<file path="src/rtl/digit_grid_capture.sv">
// digit_grid_capture: arms on request, captures one frame's square window of
// the luma stream and reduces it to an 11x11 grid of 8-bit cell averages.
// The grid is published atomically on a single-cycle grid_valid pulse.
module digit_grid_capture #(
  parameter int unsigned X0        = 100,
  parameter int unsigned Y0        = 50,
  parameter int unsigned LOG2_CELL = 2,
  parameter int unsigned XY_W      = 10
) (
  input  logic              clk,
  input  logic              reset,
  input  logic              capture_req,
  input  logic              frame_start,
  input  logic              pix_valid,
  input  logic [XY_W-1:0]   pix_x,
  input  logic [XY_W-1:0]   pix_y,
  input  logic [7:0]        pix_data,
  output logic              busy,
  output logic [967:0]      grid,
  output logic              grid_valid
);

  localparam int unsigned GRID_N = 11;
  localparam int unsigned CELL   = 1 << LOG2_CELL;
  localparam int unsigned WIN    = GRID_N * CELL;
  localparam int unsigned ACC_W  = 8 + 2 * LOG2_CELL;
  localparam int unsigned GRID_W = GRID_N * GRID_N * 8;
  localparam int unsigned BASE_W = $clog2(GRID_W);
  localparam int unsigned IDX_W  = 4;

  localparam logic [XY_W-1:0] X_LO = XY_W'(X0);
  localparam logic [XY_W-1:0] X_HI = XY_W'(X0 + WIN);
  localparam logic [XY_W-1:0] Y_LO = XY_W'(Y0);
  localparam logic [XY_W-1:0] Y_HI = XY_W'(Y0 + WIN);
  localparam logic [XY_W-1:0] LAST = XY_W'(WIN - 1);

  typedef enum logic [1:0] {
    S_IDLE,
    S_WAIT_FRAME,
    S_CAPTURE,
    S_PUBLISH
  } state_t;

  state_t             state;
  logic [ACC_W-1:0]   acc [GRID_N];
  logic [GRID_W-1:0]  work;

  logic [XY_W-1:0]    dx;
  logic [XY_W-1:0]    dy;
  logic               in_win;
  logic [IDX_W-1:0]   col;
  logic [IDX_W-1:0]   row;
  logic               cell_close;
  logic               final_pix;
  logic [ACC_W-1:0]   cell_sum;
  logic [7:0]         cell_avg;
  logic [BASE_W-1:0]  cell_base;

  // Window membership, cell addressing and the closing-cell average
  always_comb begin
    dx         = pix_x - X_LO;
    dy         = pix_y - Y_LO;
    in_win     = pix_valid &&
                 (pix_x >= X_LO) && (pix_x < X_HI) &&
                 (pix_y >= Y_LO) && (pix_y < Y_HI);
    col        = IDX_W'(dx >> LOG2_CELL);
    row        = IDX_W'(dy >> LOG2_CELL);
    cell_close = (&dx[LOG2_CELL-1:0]) && (&dy[LOG2_CELL-1:0]);
    final_pix  = (dx == LAST) && (dy == LAST);
    cell_sum   = '0;
    if (col < IDX_W'(GRID_N)) begin
      cell_sum = acc[col] + ACC_W'(pix_data);
    end
    cell_avg   = 8'(cell_sum >> (2 * LOG2_CELL));
    cell_base  = BASE_W'((32'(row) * GRID_N + 32'(col)) * 8);
  end

  // Control FSM with registered busy/grid/grid_valid plus the accumulator datapath
  always_ff @(posedge clk or posedge reset) begin
    if (reset) begin
      state      <= S_IDLE;
      busy       <= 1'b0;
      grid_valid <= 1'b0;
      grid       <= '0;
      work       <= '0;
      for (int i = 0; i < GRID_N; i++) begin
        acc[i] <= '0;
      end
    end else begin
      grid_valid <= 1'b0;
      case (state)
        S_IDLE: begin
          if (capture_req) begin
            state <= S_WAIT_FRAME;
            busy  <= 1'b1;
          end
        end
        S_WAIT_FRAME: begin
          if (frame_start) begin
            state <= S_CAPTURE;
            work  <= '0;
            for (int i = 0; i < GRID_N; i++) begin
              acc[i] <= '0;
            end
          end
        end
        S_CAPTURE: begin
          if (frame_start) begin
            // Restart: drop partial sums, keep the published grid untouched
            work <= '0;
            for (int i = 0; i < GRID_N; i++) begin
              acc[i] <= '0;
            end
          end else if (in_win) begin
            if (cell_close) begin
              work[cell_base +: 8] <= cell_avg;
              acc[col]             <= '0;
            end else begin
              acc[col] <= cell_sum;
            end
            if (final_pix) begin
              state <= S_PUBLISH;
              busy  <= 1'b0;
            end
          end
        end
        S_PUBLISH: begin
          grid       <= work;
          grid_valid <= 1'b1;
          state      <= S_IDLE;
        end
        default: begin
          state <= S_IDLE;
          busy  <= 1'b0;
        end
      endcase
    end
  end

endmodule

</file>
<file path="config.mk">
export PLATFORM = sky130hd
export DESIGN_NAME = digit_grid_capture
export DESIGN_NICKNAME = d
export VERILOG_FILES = /design/src/rtl/digit_grid_capture.sv
export SDC_FILE = /design/constraint.sdc
export NUM_CORES = 2
export LEC_CHECK = 0
export CAP_MARGIN = 10
export CORE_AREA = 2 2 409 411
export CTS_BUF_LIST = sky130_fd_sc_hd__clkbuf_16
export DETAILED_ROUTE_END_ITERATION = 6
export DIE_AREA = 0 0 411 413
export PLACE_DENSITY = 0.75
export SYNTH_ARGS = -nofsm -noshare
export SYNTH_HDL_FRONTEND = slang
export SYNTH_SLANG_ARGS = --single-unit
</file>
<file path="constraint.sdc">
create_clock -name clk -period 88.1 [get_ports clk]
set_input_delay 26.43 -clock clk [delete_from_list [all_inputs] [get_ports clk]]
set_output_delay 26.43 -clock clk [all_outputs]
set_load 0.01 [all_outputs]
</file>
==> reports/metrics.yaml <==
outcome: "complete, no violations"
cp_max_fo: 43
clkSinkCount: 2072
cts_setup_buffers: 0
fin_crit_sh_pct: 37.8
fin_crit_ns: 33.27
finalHoldViolCount: 0
hold_path_class: "flop to flop"
layout_common_cells: "dfrtp_1 (2072), clkdlybuf4s50_1 (1001), mux2_2 (973)"
drv_cap: 0
rsz0062_at_grt: "no"
yosysSeqAreaShare_pct: 63.0
cts_root_buf: "clkbuf_16"
via_per_inst: 5.96
wl_per_cell_um: 30.4
ctsHoldBuffers: 0
path_class: "input pin to flop"
timing.setup.tns_ns: 0
yosys.cell_types.count: 80
drive_above_1_share_pct: 21.6
gr-total-overflow: 0
ioPinCount: 1003
postSynthAreaPerCell_um2: 13.0
yosys_most_used_dff: "dfrtp_1"
power_density_nw_per_um2: 23.4
top_layer_used: "met4"
tightest_slew_ns: 1.31
insertion_delay_ns: 0.90
synth_area_um2: 82300
grt_usage_pct: 34.1
grt_max_degree: 199
route.met3.wl_um: 26100
yosys_warnings: 0
wl_met1_um: 113000
core_area_um2: 166000
setup_viol: 0
synth_edf_count: 0
synth_seq_cells: 2072
dr.pass1.iters: 5
cts.repair.resized: 0
cts.path.max_buffers: 3
startpoint_type: "input pin"
std_cell_rows: 150
final_common_cell: "dfrtp_1"
maxSlewHeadroom_pct: 12.2
slew_violations: 0
cts_tree: "yes"
dieArea_um2: 170000
die_h_um: 413
dieWidth_um: 411
met2_length_um: 134000
synth_nets: 6398
cts_made_buffers: 202
drt-initial-drc-count: 5894
htree_levels: 4
critPathArrivalTime_ns: 34.05
hpwl_um: 203000
syn_inst: 6324
vias: 57300
worstSetupEndpointType: "flop"
gp_congestion: 0.915
wirelength_um: 292000
grt_pass1_wl_um: 417000
fin_skew_ns: 0.0530
clk_pin_slew_worst_paths_ns: 0.06
first_global_vias: 57800
antenna_left: 0
area_delta_synth_final_pct: 23.1
antenna_found_initial: 13
peakVddDrop_mv: 0.0271
fmax_mhz: 30.1
async_reset_ff_share_pct: 100
initial_core_util_pct: 49.6
portBuffers: 1002
layout.nets: 7308
crit_required_ns: 88.88
power.leakage_nw: 46.8
drc_errors: 0
final_core_util_pct: 61.1
[state kept, by name, summed over array words and instances, names as in the netlist]
register	count
acc	132
busy	1
grid	968
grid_valid	1
state	2
work	968
[area by class of cell]
| class | instances | area (um2) |
|---|---|---|
| Fill cell | 12700 | 64600 |
| Sequential cell | 2072 | 51800 |
| Multi-Input combinational cell | 3810 | 29000 |
| Timing Repair Buffer | 1125 | 11000 |
| Clock buffer | 203 | 5080 |
| Tap cell | 2204 | 2760 |
| Clock inverter | 166 | 1480 |
| Inverter | 23 | 93.8 |
| Antenna cell | 6 | 15.0 |
[kinds of logic after synthesis]
family | share of synthesized area (%)
AOI/OAI and AO/OA | 8.53
xor gates and xnor gates | 0.301
adders and majority gates | 0.660
buffers and inverters | 2.16
DFF | 63.0
muxes | 17.8
and+or+nand+nor | 7.56
[critical path: stages]
cell,delay [ns]
buf_2,0.08
buf_4,0.61
inv_1,0.26
ha_1,0.35
xor2_1,0.16
buf_4,0.28
inv_1,0.41
fa_1,0.73
inv_1,0.07
ha_1,0.27
a211oi_1,0.11
nor3b_1,0.58
o2111ai_2,0.40
xor2_4,0.81
nand4_2,0.86
nor2_1,0.89
nor2_1,0.32
a2bb2o_1,0.37
[metal layers]
| layer | up-vias | global-route usage (%) |
|---|---|---|
| met2 | 2557 | 52.2 |
| li1 | 24100 | - |
| met1 | 30000 | 43.8 |
| met4 | 0 | 19.1 |
| met5 | - | 0 |
| met3 | 606 | 9.77 |
[cell usage after synthesis, types with 5 or more instances]
cell       number  area (um2)
buf_2          68         340
nor3_4          6        97.6
o22a_1         19         166
o21a_1          7        52.6
o31ai_1        12        90.1
mux4_2         24         541
inv_1          23        86.3
a22o_1        236        2070
o21ai_1        41         205
dfrtp_1      2072       51800
xnor2_1        14         123
xor2_1          8        70.1
nand2_1       813        3050
nand2b_1        9        56.3
o22ai_1         7        43.8
o21ai_0       357        1790
nand4_1        11        68.8
ha_1           37         463
mux2i_1       315        3150
clkbuf_1      321        1200
o2bb2ai_1      49         429
nor3_1         37         185
nor2_1        278        1040
nor2_2         10        62.6
a31o_2         86         753
nand3_1       146         731
or3_1           8        50.1
buf_1          24        90.1
mux2_2        973       11000
a32o_1         51         510
nor2b_1        12        75.1
and3_1         17         106
nor3_2         26         260
and2_1         24         150
a21oi_1        81         405
a31oi_1        10        62.6
a22oi_1         5        37.5
[path summary, 6_finish.rpt]
path | startpoint | end | slack (ns) | cells after the start
min in group asynchronous | reset | grid[434]$_DFFE_PP0P_ | 26.19 | 2
hold reg to reg | work[674]$_DFFE_PP0P_ | grid[674]$_DFFE_PP0P_ | 0.47 | 1
setup / recovery | pix_x[2] | work[864]$_DFFE_PP0P_ | 54.83 | 18
setup reg to reg | state[0]$_DFFE_PP0P_ | work[684]$_DFFE_PP0P_ | 82.25 | 10
max in group asynchronous | reset | grid[892]$_DFFE_PP0P_ | 56.42 | 8
hold / removal | work[674]$_DFFE_PP0P_ | grid[674]$_DFFE_PP0P_ | 0.47 | 1
[metrics by stage]
step | hold slack (ns) | power (mW) | setup slack, ns | area, um2 | std cells
finish | 0.473 | 2.37 | 54.83 | 101000 | 9609
global placement | 0.454 | 1.52 | 54.22 | 94800 | 9234
global route | 0.492 | 2.45 | 54.53 | 101000 | 9607
CTS | 0.475 | 2.37 | 55.05 | 101000 | 9603
floorplan | 0.438 | 1.33 | 3.14 | 82300 | 6324
detailed placement | 0.460 | 1.52 | 54.10 | 94800 | 9234
[power breakdown]
part | internal, mW | switching (mW) | total (mW)
clock network | 0.474 | 0.385 | 0.859
logic | 0.137 | 0.403 | 0.540
registers | 0.964 | 0.00852 | 0.973
Power figures use the tool's default switching activity.
